===== src/rtl/piso_n.sv =====
// piso_n: parallel-in/serial-out shifter.
// A WIDTH-bit word is taken through a valid/ready handshake and sent one bit
// per enabled clock, MSB-first or LSB-first as chosen when the word is loaded.
// The next word can be accepted while the last bit of the current one is being
// consumed, so back-to-back words leave no idle gap on the serial side.
module piso_n #(
  parameter int WIDTH = 8
) (
  input  logic             clk,
  input  logic             rst,
  input  logic [WIDTH-1:0] p_in,
  input  logic             load_valid,
  output logic             load_ready,
  input  logic             msb_first,
  input  logic             shift_en,
  output logic             s_out,
  output logic             s_valid,
  output logic             s_last,
  output logic             busy
);

  localparam int CNT_W = (WIDTH > 1) ? $clog2(WIDTH) : 1;
  localparam logic [CNT_W-1:0] CNT_LAST = CNT_W'(WIDTH - 1);

  typedef enum logic {
    S_IDLE  = 1'b0,
    S_SHIFT = 1'b1
  } state_t;

  state_t           state_q, state_d;
  logic [WIDTH-1:0] sr_q, sr_d;
  logic             ord_q, ord_d;
  logic [CNT_W-1:0] cnt_q, cnt_d;

  logic last_bit;
  logic accept;
  logic advance;

  // Move the next bit to the output end; the vacated end fills with zero.
  function automatic logic [WIDTH-1:0] shift_word(input logic [WIDTH-1:0] w,
                                                  input logic             msb);
    if (msb) begin
      return {w[WIDTH-2:0], 1'b0};
    end else begin
      return {1'b0, w[WIDTH-1:1]};
    end
  endfunction

  // Handshake and advance qualifiers; load_ready depends on shift_en so the
  // next word can slot in on the same edge that consumes the last bit.
  always_comb begin
    last_bit   = (state_q == S_SHIFT) && (cnt_q == CNT_LAST);
    load_ready = (state_q == S_IDLE) || (last_bit && shift_en);
    accept     = load_valid && load_ready;
    advance    = (state_q == S_SHIFT) && shift_en && !last_bit;
  end

  // State register; reset aborts any word in flight.
  always_ff @(posedge clk or negedge rst) begin
    if (!rst) begin
      state_q <= S_IDLE;
    end else begin
      state_q <= state_d;
    end
  end

  // Next-state: a frame ends only when its last bit is consumed, unless a
  // new word is accepted on that same edge.
  always_comb begin
    state_d = state_q;
    case (state_q)
      S_IDLE: begin
        if (accept) begin
          state_d = S_SHIFT;
        end
      end
      S_SHIFT: begin
        if (last_bit && shift_en) begin
          state_d = accept ? S_SHIFT : S_IDLE;
        end
      end
      default: state_d = S_IDLE;
    endcase
  end

  // Word, bit-order and bit-count update: load on accept, shift on advance,
  // otherwise hold (this is also the stall behaviour).
  always_comb begin
    sr_d  = sr_q;
    ord_d = ord_q;
    cnt_d = cnt_q;
    if (accept) begin
      sr_d  = p_in;
      ord_d = msb_first;
      cnt_d = '0;
    end else if (advance) begin
      sr_d  = shift_word(sr_q, ord_q);
      cnt_d = cnt_q + 1'b1;
    end
  end

  // Datapath registers.
  always_ff @(posedge clk or negedge rst) begin
    if (!rst) begin
      sr_q  <= '0;
      ord_q <= 1'b0;
      cnt_q <= '0;
    end else begin
      sr_q  <= sr_d;
      ord_q <= ord_d;
      cnt_q <= cnt_d;
    end
  end

  // Serial outputs, derived from registers only; quiet (all zero) when idle.
  always_comb begin
    s_valid = (state_q == S_SHIFT);
    s_out   = s_valid && (ord_q ? sr_q[WIDTH-1] : sr_q[0]);
    s_last  = last_bit;
    busy    = s_valid;
  end

endmodule

===== config.mk =====
export PLATFORM = sky130hd
export DESIGN_NAME = piso_n
export DESIGN_NICKNAME = d
export VERILOG_FILES = /design/src/rtl/piso_n.sv
export SDC_FILE = /design/constraint.sdc
export NUM_CORES = 1
export LEC_CHECK = 0
export CELL_PAD_IN_SITES_DETAIL_PLACEMENT = 2
export CELL_PAD_IN_SITES_GLOBAL_PLACEMENT = 2
export CORE_ASPECT_RATIO = 0.9
export CORE_MARGIN = 2
export CORE_UTILIZATION = 31
export DETAILED_ROUTE_END_ITERATION = 8
export GPL_TIMING_DRIVEN = 0
export PLACE_DENSITY = 0.83
export SYNTH_ARGS = -nofsm -noshare
export SYNTH_HDL_FRONTEND = slang
export SYNTH_SLANG_ARGS = --single-unit

===== constraint.sdc =====
create_clock -name clk -period 3.3 [get_ports clk]
set_clock_uncertainty 0.2 [all_clocks]
set_input_delay 0.495 -clock clk [delete_from_list [all_inputs] [get_ports clk]]
set_output_delay 0.495 -clock clk [all_outputs]
set_load 0.005 [all_outputs]

* Word-level counts from Yosys, hierarchy flattened
Cells that the tools add are included.
Storage, ports and cells: register bits 13, bits of input ports 13, output and inout port bits 5, logic and storage cells 25
Cells by class: add/sub/neg operators 1, equality and inequality tests 1, multiplexer cells 9, bitwise gates (word level) 1, reduce and logical (&&, ||, !) cells 9
Operator list (number):
- $mux W8 | 3
- $logic_and A1 B1 Y1 | 6
- $mux W3 | 2
- $add A3 B1 Y3 const B | 1
- $eq A3 B3 Y1 const B | 1
- $mux W1 | 3
- $pmux W1 S2 | 1
- $reduce_bool A2 Y1 | 1
- $logic_not A1 Y1 | 1
- $logic_or A1 B1 Y1 | 1
- $not A1 Y1 | 1

* Longest topological paths before layout
depth in word-level cells 8, depth in mapped cells 6

* Worst setup path after synthesis
Ideal clock, no wire load.
kind reg-to-reg, start register cnt_q[0], end register sr_q[6], library setup time 126 ps, data arrival time 1609 ps, required time 2974 ps, slack 1365 ps, cell stages (with the launch flop) 7, path buffers 1, clock period less this slack 1935 ps, path through dfrtp_1 ha_1 ha_1 a21bo_4 and2_4 buf_6 a221o_1
On the way: longest elaborated chain between the ends 6
Ends and longest elaborated chain:
- start: declaration | line 33 | logic [CNT_W-1:0] cnt_q, cnt_d;
- start signal: assignment | line 111 | cnt_q <= cnt_d;
- $eq A3 B3 Y1 (*) | line 52 | last_bit = (state_q == S_SHIFT) && (cnt_q == CNT_LAST);
- $logic_and A1 B1 Y1 (*) | line 52
- $logic_and A1 B1 Y1 (*) | line 53 | load_ready = (state_q == S_IDLE) || (last_bit && shift_en);
- $logic_or A1 B1 Y1 (*) | line 53
- via load_ready | line 13 | output logic load_ready,
- $logic_and A1 B1 Y1 (*) | line 54 | accept = load_valid && load_ready;
- $mux W8 or $reduce_bool A2 Y1 (tied branches)
- end signal: assignment | line 109 | sr_q <= sr_d;
- end: declaration | line 31 | logic [WIDTH-1:0] sr_q, sr_d;
Mark *: on every way through the listed nets, which the timed path passes. The rest lies on a longest branch. A chain may end at the register's enable or synchronous reset.

* Worst setup path in the final report
start register cnt_q[0], end output port load_ready
On the way: longest elaborated chain between the ends 4
Ends and longest elaborated chain (line):
- $eq A3 B3 Y1 | 52
- $logic_and A1 B1 Y1 | 52
- $logic_and A1 B1 Y1 | 53
- $logic_or A1 B1 Y1 | 53
- end: declaration | 13
No other way between the ends.

==> run summary <==
## Status
• finished clean — result of the run

## Timing
• 58.5% — Slew headroom
• 0.789 ns — final worst setup slack
• 0 — number of slew-limit violations in the final report
• 76.1% — final worst path period share
• 0 — final count of hold timing violations
• 0.620 ns — Worst Max-Slew Pin Slew
• 2.51 ns — post-layout min period
• 0 — number of setup violations in the final report
• 0 ns — setup TNS after final layout
• 0.337 ns — Hold WS
• 0.398 GHz — maximum frequency from static timing analysis
• false — setup repair after global routing missed its margin

## Setup path
• sky130_fd_sc_hd__clkdlybuf4s50_1 — standard cell with the maximum stage delay on the critical path
• flip-flop to output port — Worst Setup Path Type
• sky130_fd_sc_hd__ha_1 — critical path's most frequent cell
• 0.45 ns — Slowest Stage Delay on Critical Path
• ha_1, ha_1, a21bo_4, clkdlybuf4s50_1 — crit-path cells
• 1.82 ns — Arrival @ worst endpoint
• flip-flop — type of origin of the critical path
• output port — type of destination of the critical path
• 2.60 ns — required arrival time at the worst endpoint
• 1.24 ns — setup slack on the worst flop-to-flop path
• 6 — maximum net fanout on the critical path

## Placement
• 0.718 — final weighted congestion of routability-driven global placement
• 1200 um — Post-DP HPWL
• 0.906 ns — dpl ws
• 17 — Port Buf Inserts
• 907 um2 — post-place instance area

## Cells and area
• 32.7% — Area growth, synth to finish
• 933 um2 — summed area of non-filler cells in the final layout
• 12.9% — share of final-layout standard cells stronger than drive strength 1
• 101 — final net count
• 0 — Antenna Cells

## Clocking
• 2 — buffer depth of the longest clock path
• 1 — maximum level of the CTS H-tree
• yes — CTS tree
• 0 — total of hold buffers inserted after clock tree synthesis
• 0.08 ns — CTS clock-pin slew for the worst setup and hold paths
• 3 — number of buffers created by CTS
• 0 — setup fix buffers added after clock tree synthesis
• 13 — clock net sink count
• 0.28 ns — insertion delay to the later sink of the worst-skew pair
• 0 — Gates resized, CTS repair
• sky130_fd_sc_hd__clkbuf_4 — CTS Root Cell

## Min path
• flip-flop to flip-flop — HP Class

## Die
• 0.00216 mm2 — area of the core
• 0.00267 mm2 — DIE AREA
• 18 — number of top-level pins
• 49.2 um — Vert. Die Dim
• 54.2 um — Horiz. Die Dim
• 16 — placement row count
• 32.5% — starting density of the core

## Logic synthesis
• 703 um2 — Synth Cell Area
• 100% — Async S/R FF share, synth
• 46.3% — sequential share of the synthesized area
• 11.0 um2 — Post-Synthesis Mean Instance Area
• 0 — number of synthesized flops with an enable pin
• 64 — Synth Instances
• 13 — number of storage elements in the synthesis netlist
• 24 — post-synth cell types
• sky130_fd_sc_hd__dfrtp_1 — most frequently used flop master after synthesis
• 79 — synthesized net count
• 0 — total number of yosys warnings

## GRT
• 2760 um — global-route wire length before repair
• 0 — global route overflow
• 14.9% — overall routing resource usage
• 583 — via count of the first global-routing pass
• 0 — number of antenna violations at the first check in global routing
• 14 — largest net degree at the start of global routing

## Power and ir drop
• 0.420 nW — standby leakage power
• 0.263 mV — VDD IR-drop max
• 667 uW — power consumption
• 715 mW/mm2 — power density over the cells

## Job
• 0 — Max Cap Viol

## Drt
• 15.1 um — Avg WL per Cell
• 4 — length of the first detailed-routing pass in iterations
• 555 — DR vias
• 1690 um — Detailed Route WL
• 5 — initial DRC count
• 0 — residual antenna-violating net count after detailed routing
• 0 — DRC violations left
• 4.96 — vias per cell

sequential cells by signal (all words and copies together) (netlist names):
name   count
busy       1
ord_q      1
cnt_q      3
sr_q       8
placed cells by master, fill, tap and decap left out, types with 2 or more instances in the layout:
master,count
sky130_fd_sc_hd__inv_1,3
sky130_fd_sc_hd__a221o_1,6
sky130_fd_sc_hd__and2_1,2
sky130_fd_sc_hd__clkbuf_1,2
sky130_fd_sc_hd__o21ai_1,3
sky130_fd_sc_hd__nor2_1,6
sky130_fd_sc_hd__clkdlybuf4s50_1,17
sky130_fd_sc_hd__nand3_1,2
sky130_fd_sc_hd__a21oi_1,2
sky130_fd_sc_hd__ha_1,2
sky130_fd_sc_hd__clkbuf_4,3
sky130_fd_sc_hd__mux2i_1,8
sky130_fd_sc_hd__dfrtp_1,13
sky130_fd_sc_hd__nand2_1,4
cells in the mapped netlist (2+ instances only):
cell type | count | share of area [%]
sky130_fd_sc_hd__nand3_1 | 2 | 1.4
sky130_fd_sc_hd__o21ai_1 | 3 | 2.1
sky130_fd_sc_hd__dfrtp_1 | 13 | 46
sky130_fd_sc_hd__mux2i_1 | 8 | 11
sky130_fd_sc_hd__a221o_1 | 6 | 8.5
sky130_fd_sc_hd__a21oi_1 | 2 | 1.4
sky130_fd_sc_hd__ha_1 | 2 | 3.6
sky130_fd_sc_hd__nand2_1 | 4 | 2.1
sky130_fd_sc_hd__and2_1 | 2 | 1.8
sky130_fd_sc_hd__inv_1 | 3 | 1.6
sky130_fd_sc_hd__nor2_1 | 6 | 3.2
critical path: cells and delay by family (launching register included):
family	cells	cell delay (ns)
fa+ha+maj	2	0.43
buf+inv	1	0.45
flops	1	0.40
compound gates	1	0.26
layer usage:
layer / vias up / wire (um) / track usage (%)
met2: 14 / 773 / 21.7
met1: 270 / 808 / 20.2
met3: 2 / 88 / 3.68
met5: - / 0 / 0
li1: 269 / - / -
met4: 0 / 15 / 7.50
area by class of cell:
cell class | instances | area (um2)
fillers | 244 | 1230
multi-input cells | 44 | 339
flip-flops and latches | 13 | 325
repair buffers | 17 | 170
well taps | 27 | 33.8
plain buffers | 4 | 27.5
clock buffers | 4 | 26.3
inverters | 3 | 11.3
metrics by stage:
step                      instances  util (%)
after floorplan                  64         -
after global placement          108      42.0
after detailed placement        108      42.0
after CTS                       112      43.2
after global routing            112      43.2
final                           112      43.2
logic make-up after synthesis:
family / after synthesis / share of synthesized area, %
and+or+nand+nor: 19 / 13.9
AOI/OAI and AO/OA: 14 / 17.8
DFF: 13 / 46.3
muxes: 9 / 13.0
buffers and inverters: 7 / 5.51
adders and majority gates: 2 / 3.56
worst paths after layout:
kind,start,endpoint,cells past startpoint
min in group asynchronous,rst,sr_q[7],1
max in group asynchronous,rst,sr_q[6],1
worst max-delay path,cnt_q[0],load_ready,4
worst max register to register,cnt_q[0],sr_q[3],6
worst min register to register,cnt_q[1],cnt_q[1],2
worst min-delay path,cnt_q[1],cnt_q[1],2
where the power goes:
| group | total (mW) | switching, mW | internal [mW] |
|---|---|---|---|
| Clock | 0.102 | 0.0555 | 0.0469 |
| Combinational | 0.294 | 0.132 | 0.161 |
| Sequential | 0.271 | 0.0478 | 0.223 |
No activity file was read; power rests on OpenSTA's default activity.
